File: config.mk
export PLATFORM = sky130hd
export DESIGN_NAME = bus_arbiter3
export DESIGN_NICKNAME = d
export VERILOG_FILES = /design/src/rtl/bus_arb_pkg.sv /design/src/rtl/bus_arbiter3_rr_pick3.sv /design/src/rtl/bus_arbiter3.sv
export SDC_FILE = /design/constraint.sdc
export NUM_CORES = 1
export LEC_CHECK = 0
export CAP_MARGIN = 10
export CORE_UTILIZATION = 55
export DETAILED_ROUTE_END_ITERATION = 6
export GPL_ROUTABILITY_DRIVEN = 0
export GPL_TIMING_DRIVEN = 0
export PLACE_DENSITY = 0.82
export SYNTH_ARGS = -nofsm -noshare
export SYNTH_HDL_FRONTEND = slang
export SYNTH_SLANG_ARGS = --single-unit
export TNS_END_PERCENT = 30
File: constraint.sdc
create_clock -name clk -period 6.4 [get_ports clk]
set_input_delay 1.92 -clock clk [delete_from_list [all_inputs] [get_ports clk]]
set_output_delay 1.92 -clock clk [all_outputs]
set_load 0.01 [all_outputs]
File: src/rtl/bus_arb_pkg.sv
// Shared definitions for the three-requester mux arbiter family.
package bus_arb_pkg;

  typedef enum logic {
    IDLE  = 1'b0,
    GRANT = 1'b1
  } state_t;

  // Mux select value that routes the default (no source) input.
  localparam logic [1:0] SEL_NONE = 2'b11;

  localparam int unsigned NUM_REQ = 3;

endpackage

File: src/rtl/bus_arbiter3_rr_pick3.sv
// Combinational round-robin picker over three requests.
// Scans ptr, ptr+1, ptr+2 (mod 3) and returns the first set request.
module rr_pick3
  import bus_arb_pkg::*;
(
  input  logic [2:0] req,
  input  logic [1:0] ptr,
  output logic       valid,
  output logic [1:0] idx
);

  logic [1:0] base;

  // An out-of-range pointer (3) is treated as 0 so the scan stays well defined.
  always_comb begin
    base = (ptr == 2'd3) ? 2'd0 : ptr;
  end

  // First set request in rotating priority order.
  always_comb begin
    int unsigned c;
    valid = 1'b0;
    idx   = SEL_NONE;
    for (int unsigned k = 0; k < NUM_REQ; k++) begin
      c = (32'(base) + k) % NUM_REQ;
      if (!valid && req[c]) begin
        valid = 1'b1;
        idx   = 2'(c);
      end
    end
  end

endmodule

File: src/rtl/bus_arbiter3.sv
// Round-robin arbiter driving the select of a 3-input datapath mux.
// Request/done handshake, one idle turnaround cycle between grants,
// and forced release after MAX_HOLD consecutive grant cycles.
module bus_arbiter3 #(
  parameter int unsigned MAX_HOLD = 16,
  parameter int unsigned HOLD_W   = $clog2(MAX_HOLD)
) (
  input  logic       clk,
  input  logic       rst,
  input  logic [2:0] req_in,
  input  logic [2:0] done_in,
  output logic [2:0] grant_out,
  output logic [1:0] selection_out,
  output logic       busy_out,
  output logic       timeout_out
);

  import bus_arb_pkg::*;

  localparam logic [HOLD_W-1:0] HOLD_LAST = HOLD_W'(MAX_HOLD - 1);

  state_t            state_q;
  logic [1:0]        ptr_q;
  logic [HOLD_W-1:0] cnt_q;

  logic              pick_valid;
  logic [1:0]        pick_idx;
  logic              rel_norm;
  logic              hold_last;
  logic [1:0]        next_ptr;

  rr_pick3 u_pick (
    .req   (req_in),
    .ptr   (ptr_q),
    .valid (pick_valid),
    .idx   (pick_idx)
  );

  // Owner is the registered select; decode its release condition and successor.
  always_comb begin
    rel_norm = 1'b0;
    next_ptr = 2'd0;
    case (selection_out)
      2'd0: begin
        rel_norm = done_in[0] | ~req_in[0];
        next_ptr = 2'd1;
      end
      2'd1: begin
        rel_norm = done_in[1] | ~req_in[1];
        next_ptr = 2'd2;
      end
      2'd2: begin
        rel_norm = done_in[2] | ~req_in[2];
        next_ptr = 2'd0;
      end
      default: begin
        rel_norm = 1'b0;
        next_ptr = 2'd0;
      end
    endcase
    hold_last = (cnt_q == HOLD_LAST);
  end

  // FSM, pointer, hold counter and registered outputs.
  always_ff @(posedge clk) begin
    if (rst) begin
      state_q       <= IDLE;
      ptr_q         <= 2'd0;
      cnt_q         <= '0;
      grant_out     <= '0;
      selection_out <= SEL_NONE;
      busy_out      <= 1'b0;
      timeout_out   <= 1'b0;
    end else begin
      timeout_out <= 1'b0;
      case (state_q)
        IDLE: begin
          if (pick_valid) begin
            state_q       <= GRANT;
            grant_out     <= 3'b001 << pick_idx;
            selection_out <= pick_idx;
            busy_out      <= 1'b1;
            cnt_q         <= '0;
          end
        end
        GRANT: begin
          if (rel_norm || hold_last) begin
            state_q       <= IDLE;
            grant_out     <= '0;
            selection_out <= SEL_NONE;
            busy_out      <= 1'b0;
            ptr_q         <= next_ptr;
            // A normal release in the last hold cycle is not a timeout.
            timeout_out   <= ~rel_norm;
          end else begin
            cnt_q <= cnt_q + 1'b1;
          end
        end
        default: state_q <= IDLE;
      endcase
    end
  end

endmodule
### Word level (Yosys, flattened, before mapping)

Cells that the tools add are included.
W data, S select, Z words.

| storage, ports and cells | value |
|---|---|
| register bits after elaboration | 14 |
| output and inout port bits | 7 |
| logic and storage cells | 73 |

| cells by class | value |
|---|---|
| add/subtract/negate cells | 3 |
| div/mod/pow operators | 3 |
| magnitude comparators | 3 |
| eq/ne operators | 7 |
| shift-type cells | 1 |
| mux-type cells | 30 |
| bitwise operators | 9 |
| reduce and logical (&&, ||, !) cells | 10 |

Operators by type and width:

| kind | number |
|---|---|
| $lt A32 B3 Y1 const B | 3 |
| $mod A32 B2 Y32 const B | 2 |
| $mod A2 B2 Y32 const B | 1 |
| $mux W2 | 6 |
| $mux W1 | 10 |
| $mux W4 | 2 |
| $pmux W2 S2 | 2 |
| $pmux W4 S2 | 1 |
| $bmux W1 S2 | 3 |
| $mux W3 | 2 |
| $not A1 Y1 | 6 |
| $pmux W3 S2 | 1 |
| $reduce_and A2 Y1 | 3 |
| $add A4 B1 Y4 const B | 1 |
| $eq A2 B2 Y1 const B | 2 |
| $eq A4 B4 Y1 const B | 1 |
| $ne A2 B2 Y1 const B | 2 |
| $pmux W1 S2 | 2 |
| $add A2 B1 Y3 const B | 1 |
| $add A2 B2 Y3 const B | 1 |
| $or A1 B1 Y1 | 3 |
| $pmux W1 S3 | 1 |
| $reduce_or A3 Y1 | 1 |
| $shl A1 B2 Y3 const A | 1 |
| 6 further kinds | 8 |

### Depth between registers and ports, before layout

Gate-level depths: netlist of the first run.

| logic depth | value |
|---|---|
| word-level depth | 15 |
| gate-level depth with buffers | 9 |

### Hierarchy

Synthesis of the first run repeated with hierarchy kept, for this count alone.

| unflattened totals | value |
|---|---|
| cells, all modules | 114 |
| area total of the unflattened synthesis | 975.9 um2 |

By module, submodules not included:

| module | times used | cells each | area each (um2) |
|---|---|---|---|
| bus_arbiter3 | 1 | 79 | 732.0 |
| rr_pick3 | 1 | 35 | 244.0 |

### Worst setup path after synthesis of the first run

No wires, ideal clock.

| timing path | value |
|---|---|
| kind | input port to flip-flop |
| start point | in req_in[2] |
| end point | reg grant_out[1] |
| data arrival time | 3.061 ns |
| data required time | 6.273 ns |
| slack | 3.212 ns |
| stages | 6 |
| buffers on the path | 1 |
| path through | a22o_1 -> o21a_1 -> o41ai_4 -> buf_6 -> nor3_1 -> o2bb2ai_1 |

| on the way | value |
|---|---|
| word-level cells in the longest chain between the ends | 12 |

Ends and longest elaborated chain:

| what | line | text |
|---|---|---|
| from (decl) | bus_arbiter3.sv:10 | `input logic [2:0] req_in,` |
| $bmux W1 S2 | bus_arbiter3_rr_pick3.sv:26 | `if (!valid && req[c]) begin` |
| $mux W1 (not written as such) | bus_arbiter3_rr_pick3.sv:26 |  |
| $mux W1 | bus_arbiter3_rr_pick3.sv:26 |  |
| $logic_not A1 Y1 | bus_arbiter3_rr_pick3.sv:26 |  |
| $logic_and A1 B1 Y1 | bus_arbiter3_rr_pick3.sv:26 |  |
| $mux W1 | bus_arbiter3_rr_pick3.sv:26 |  |
| $logic_not A1 Y1 | bus_arbiter3_rr_pick3.sv:26 |  |
| $logic_and A1 B1 Y1 | bus_arbiter3_rr_pick3.sv:26 |  |
| $mux W2 | bus_arbiter3_rr_pick3.sv:26 |  |
| $shl A1 B2 Y3 | bus_arbiter3.sv:80 | `grant_out <= 3'b001 << pick_idx;` |
| $mux W3 | bus_arbiter3.sv:78 | `if (pick_valid) begin` |
| $pmux W3 S2 | bus_arbiter3.sv:76 | `case (state_q)` |
| to (signal assigned) | bus_arbiter3.sv:80 |  |
| to (decl) | bus_arbiter3.sv:12 | `output logic [2:0] grant_out,` |

Several ways; a longest one is shown, not always the timed one. The select of a mux whose other input is x is not followed.
A chain may end at the register's enable or synchronous reset.

### Worst setup path after layout of the first run

Same ends and word-level chain as after synthesis.

==> results of run 1 <==
==> sequential cells by signal, summed over array words and instances, names as in the netlist <==
register	flops
busy_out	1
cnt_q	4
grant_out	3
ptr_q	2
selection_out	2
state_q	1
timeout_out	1
==> worst max-delay path, delay by kind of cell <==
family | cells | cell delay (ns)
compound gates | 4 | 1.07
buf+inv | 2 | 0.72
simple gates | 1 | 0.06
==> cells in the final DEF (no fill, tap or decap), drive strengths merged, types with 2 or more instances in the layout <==
master	n
dfxtp	14
clkdlybuf4s50	14
nand2	9
nor2	7
inv	6
nor2b	6
nand3	6
clkbuf	6
ha	5
o21ai	5
nand2b	4
nor3	4
a21oi	4
buf	3
or3	3
a311oi	2
o22ai	2
o21bai	2
a21boi	2
nand3b	2
==> worst max-delay path by stage <==
stage,from,to,slack (ns),depth (start not counted)
after CTS,req_in[2],grant_out[1],2.79,7
final,req_in[2],grant_out[1],2.78,7
after detailed placement,req_in[2],grant_out[1],2.50,7
after global routing,req_in[1],grant_out[0],2.63,6
after global placement,req_in[2],grant_out[1],2.49,7
after floorplan,req_in[2],grant_out[1],3.21,6
==> where the power goes <==
part | switching [mW] | leakage (nW) | internal, mW
Combinational | 0.0296 | 0.275 | 0.0284
Clock | 0.0285 | 0.0210 | 0.0346
Sequential | 0.00588 | 0.115 | 0.0934
==> logic make-up (layout without fill, tap and decap cells) <==
logic type	after synthesis	count (layout)	synth area share [%]
AOI/OAI and AO/OA	29	29	27.06
adders and majority gates	5	5	6.868
buffers and inverters	11	29	6.318
DFF	14	14	30.77
muxes	1	1	1.099
and+or+nand+nor	45	45	27.89
==> metal layers <==
layer,vias to the layer above,track usage (%)
met1,386,31.83
met3,2,3.830
li1,417,-
met5,-,0
met2,27,38.18
met4,0,9.375
==> area by class of cell <==
cell class / count / area, sq um / share of cell area [%]
timing repair buffer: 14 / 140.1 / 12.66
tap: 16 / 20.02 / 1.808
multi-input combinational: 80 / 573.1 / 51.75
sequential: 14 / 280.3 / 25.31
clock buffer: 4 / 36.28 / 3.277
buffer: 5 / 35.03 / 3.164
inverter: 6 / 22.52 / 2.034
==> per-stage QoR <==
step                      worst slack (ns)  power (mW)  instances  util (%)  hold slack [ns]
final                                2.782      0.2204        139     72.66           0.4600
after global routing                 2.633      0.2311        139     72.66           0.5047
after CTS                            2.791      0.2214        139     72.66           0.4610
after detailed placement             2.501      0.1588        135     70.28           0.4496
after global placement               2.493      0.1579        135     70.28           0.4446
after floorplan                      3.212      0.1380        105         -           0.4692
==> results.sh, run 1 <==
export IMPL_synth_async_sr_flop_share_pct=0
export IMPL_core_area_sq_um=1524
export IMPL_synth_top_flop_cell="dfxtp_1"
export IMPL_top_layer="met4"
export IMPL_overflow=0
export IMPL_yosysMostFrequentCell="dfxtp_1"
export IMPL_synth_top_area_share_pct=30.77
export IMPL_ys_ff_latch=14
export IMPL_ir_worst_vdd_mv=0.1422
export IMPL_cts_hold_buf=0
export IMPL_wl_met3_microns=101
export IMPL_end_kind="flip-flop"
export IMPL_wl_per_cell_microns=13.46
export IMPL_clkTransAtPathRegs_ns=0.08
export IMPL_chipHeight_microns=42.70
export IMPL_yosys_top_cells_count="dfxtp_1 (14), nand2_1 (9), nor2_1 (7)"
export IMPL_clock_path_buffers=2
export IMPL_synth_largest_area_cell="dfxtp_1"
export IMPL_setup_viol=0
export IMPL_fillCellCount=121
export IMPL_finalClockSkew_ns=0.007315
export IMPL_worstMarginPinSlew_ns=0.6424
export IMPL_io_buffers=14
export IMPL_ant_nets=0
export IMPL_cts_max_level=1
export IMPL_syn_nets=118
export IMPL_crit_path_cell_trace="clkdlybuf4s50_1, a22o_1, o21a_1, o41ai_4, buf_6, nor3_1, o2bb2ai_1"
export IMPL_cts_buffers=3
export IMPL_dr_pass1_iters=4
export IMPL_drc=0
export IMPL_cts_setup_buffers=0
export IMPL_clkSinkCount=14
export IMPL_grt_pass1_vias=775
export IMPL_drt_met1_wl_microns=901
export IMPL_route_detailed_vias_per_inst=5.986
export IMPL_drt_wl_total_microns=1871
export IMPL_r2r_slack_ns=4.21
export IMPL_dr_wl_met2_microns=860
export IMPL_fin_area_sq_um=1107
export IMPL_drt_iter0_drc=28
export IMPL_worstSetupPathType="primary input to flip-flop"
export IMPL_antenna_found_initial=0
export IMPL_synth_edf_count=0
export IMPL_die_area_sq_um=1823
export IMPL_crit_path_max_incr_delay_ns=0.52
export IMPL_syn_inst=105
export IMPL_hold_viol=0
export IMPL_syn2layout_area_growth_pct=21.57
export IMPL_crit_fanout=10
export IMPL_arrival_ns=3.77
export IMPL_rows=14
export IMPL_vias=832
export IMPL_cp_start_kind="primary input"
export IMPL_leakagePower_nw=0.4102
export IMPL_hpwl_microns=1404
export IMPL_synth_area_top_cells="dfxtp_1 (31%), ha_1 (6.9%), nor2b_1 (4.1%)"
export IMPL_yosys_warnings=0
export IMPL_cts_tree="yes"
export IMPL_cts_resized_gates=0
export IMPL_timing_rr_start="ptr_q[1]"
export IMPL_relSlewSlack_pct=56.91
export IMPL_hold_path_class="flip-flop to flip-flop"
export IMPL_r2r_end="grant_out[1]"
export IMPL_pin_count=15
export IMPL_max_freq_ghz=0.2764
export IMPL_fin_crit_ns=3.618
export IMPL_avgSynthCellArea_sq_um=8.675
export IMPL_synth_cell_types=45
export IMPL_min_to="busy_out"
export IMPL_fp_dieW_microns=42.70
export IMPL_clk_latency_ns=0.28
export IMPL_fin_crit_sh_pct=56.53
export IMPL_min_from="busy_out"
export IMPL_maxSlewViolCount=0
export IMPL_crit_path_top_delay_cell="clkdlybuf4s50_1"
export IMPL_hold_depth=2
export IMPL_r2r_cells=9
export IMPL_grt_pass1_wl_microns=3318
export IMPL_dpl_instance_area_sq_um=1071
export IMPL_ys_seq_area_share_pct=30.77
export IMPL_syn_area_sq_um=910.9
export IMPL_initial_core_util_pct=59.77
export IMPL_status="completed"
export IMPL_drive_gt1_share_pct=13.01
export IMPL_root_buffer="clkbuf_4"
export IMPL_grt_use_total_pct=23.85
export IMPL_cp_data_required_time_ns=6.55
export IMPL_grt_max_degree=11
export IMPL_max_cap_viol_count=0
export IMPL_layout_nets=137
export IMPL_powerDensity_nw_per_um2=199.1
export IMPL_diodes=0
export IMPL_rsz0062_at_grt="no"
export IMPL_finalSetupTns_ns=0
(Power assumes the default switching activity.)
==> run 2: changes to the inputs <==
- CORE_UTILIZATION: 55 -> 51
- PLACE_DENSITY: 0.82 -> 0.77
- clock period: 6.4 -> 3.59 ns (I/O delays scaled with it)
==> run 2 against run 1 <==
Compared with the run above: core utilization down 2.6 points; sequential power up 78%; critical path depth decreased by 1; non-clock buffer count unchanged; critical path type unchanged.
==> results.sh, run 2 (synthesis gave the netlist of run 1 again) <==
export IMPL_p_int_mw=0.2789
export IMPL_drive_gt1_share_pct=13.01
export IMPL_ir_worst_vdd_mv=0.2579
export IMPL_wl_per_cell_microns=12.60
export IMPL_fin_cells=147
export IMPL_maxSlewViolCount=0
export IMPL_largest_register_ffs=4
export IMPL_cp_data_required_time_ns=3.78
export IMPL_cts_setup_buffers=0
export IMPL_fp_dieW_microns=44.26
export IMPL_r2r_slack_ns=1.36
export IMPL_diodes=0
export IMPL_layout_nets=137
export IMPL_die_area_sq_um=1959
export IMPL_overflow=0
export IMPL_worstSetupPathType="primary input to flip-flop"
export IMPL_r2r_cells=8
export IMPL_chipHeight_microns=44.26
export IMPL_clkTransAtPathRegs_ns=0.09
export IMPL_cpLargestDelayFamily="compound AO/OA/AOI/OAI gates"
export IMPL_min_to="busy_out"
export IMPL_grt_use_total_pct=21.00
export IMPL_finalClockSkew_ns=0.007234
export IMPL_fillCellCount=133
export IMPL_pin_count=15
export IMPL_core_area_sq_um=1594
export IMPL_crit_path_top_delay_cell="clkdlybuf4s50_1"
export IMPL_min_from="busy_out"
export IMPL_end_kind="flip-flop"
export IMPL_place_inst=143
export IMPL_drt_wl_total_microns=1852
export IMPL_post_route_util_pct=70.09
export IMPL_r2r_end="cnt_q[3]"
export IMPL_setup_viol=0
export IMPL_hpwl_microns=1416
export IMPL_root_buffer="clkbuf_4"
export IMPL_swShare_pct=29.00
export IMPL_grt_pass1_wl_microns=3091
export IMPL_final_cell_mix="dfxtp_1 (14), clkdlybuf4s50_1 (14), nand2_1 (9)"
export IMPL_ant_nets=0
export IMPL_cts_resized_gates=0
export IMPL_worstMarginPinSlew_ns=0.5536
export IMPL_crit_fanout=8
export IMPL_io_buffers=14
export IMPL_route_detailed_vias_per_inst=5.449
export IMPL_leakagePower_nw=0.4102
export IMPL_clock_path_buffers=2
export IMPL_finalSetupTns_ns=0
export IMPL_comb_power_share_pct=26.1
export IMPL_fin_crit_ns=2.812
export IMPL_max_cap_viol_count=0
export IMPL_crit_path_cell_trace="clkdlybuf4s50_1, a22o_1, o21a_1, o41ai_4, nand2b_1, a311oi_2"
export IMPL_drc=0
export IMPL_dp_slack_ns=0.4941
export IMPL_largest_register="cnt_q"
export IMPL_relSlewSlack_pct=62.87
export IMPL_cts_tree="yes"
export IMPL_crit_buf_inv=1
export IMPL_cts_buffers=3
export IMPL_crit_path_max_incr_delay_ns=0.53
export IMPL_arrival_ns=3.00
export IMPL_cts_max_level=1
export IMPL_max_freq_ghz=0.3556
export IMPL_hold_viol=0
export IMPL_grt_pass1_vias=740
export IMPL_p_seq_share_pct=45.1
export IMPL_clk_latency_ns=0.28
export IMPL_vias=801
export IMPL_antenna_found_initial=0
export IMPL_hold_slack_ns=0.4613
export IMPL_timing_rr_start="ptr_q[1]"
export IMPL_dr_pass1_iters=6
export IMPL_initial_core_util_pct=57.14
export IMPL_powerDensity_nw_per_um2=351.6
export IMPL_clkSinkCount=14
export IMPL_drt_iter0_drc=12
export IMPL_rows=14
export IMPL_status="completed"
export IMPL_fin_ws_ns=0.7776
export IMPL_cp_start_kind="primary input"
export IMPL_hold_depth=2
export IMPL_fin_crit_sh_pct=78.34
export IMPL_switchingPower_mw=0.1139
export IMPL_grt_max_degree=11
export IMPL_rsz0062_at_grt="no"
export IMPL_cts_hold_buf=0
export IMPL_power_frac_clock_pct=28.8
export IMPL_hold_path_class="flip-flop to flip-flop"
export IMPL_reg_largest_list="cnt_q (4), grant_out (3)"
export IMPL_syn2layout_area_growth_pct=22.66
==> run 2: worst register-to-register path, cell delays in order (launching register included) <==
cell and delay (ns):
dfxtp_1 0.39, inv_1 0.08, ha_1 0.19, buf_6 0.13
a22o_1 0.25, o21a_1 0.22, o41ai_4 0.46, nand2b_1 0.17
a311oi_2 0.26
==> run 2: metal layers <==
layer	vias to the layer above	routed length [microns]	track usage [%]
met2	13	889	36.47
met1	366	911	26.77
met5	-	0	0
met4	0	0	1.818
li1	422	-	-
met3	0	51	6.122
==> run 2: stage by stage <==
stage / total power [mW] / area [sq um]
finish: 0.3928 / 1117
global route: 0.4172 / 1117
global placement: 0.2816 / 1081
floorplan: 0.2460 / 910.9
detailed placement: 0.2834 / 1081
CTS: 0.3960 / 1117
==> run 2: worst max-delay path by stage <==
stage / cells past startpoint / slack [ns] / start / to
2_1_floorplan: 6 / 1.25 / req_in[2] / grant_out[1]
3_3_place_gp: 6 / 0.53 / req_in[2] / cnt_q[3]
3_5_place_dp: 7 / 0.49 / req_in[2] / grant_out[1]
4_1_cts: 6 / 0.79 / req_in[2] / cnt_q[3]
5_1_grt: 6 / 0.73 / req_in[2] / cnt_q[3]
6_report: 6 / 0.78 / req_in[2] / cnt_q[3]
==> run 2: power groups by stage <==
stage	Clock [mW]	Sequential, mW	Combinational [mW]
CTS	0.116	0.177	0.103
global route	0.125	0.179	0.113
finish	0.113	0.177	0.103
global placement	0	0.180	0.101
detailed placement	0	0.181	0.103
floorplan	0	0.182	0.0638
==> run 2: final cells by class <==
| type | count | area [sq um] | share of cell area [%] |
|---|---|---|---|
| multi-input combinational | 80 | 573.1 | 51.29 |
| clock buffer | 4 | 36.28 | 3.247 |
| tap | 24 | 30.03 | 2.688 |
| sequential | 14 | 280.3 | 25.08 |
| buffer | 5 | 35.03 | 3.136 |
| timing repair buffer | 14 | 140.1 | 12.54 |
| inverter | 6 | 22.52 | 2.016 |
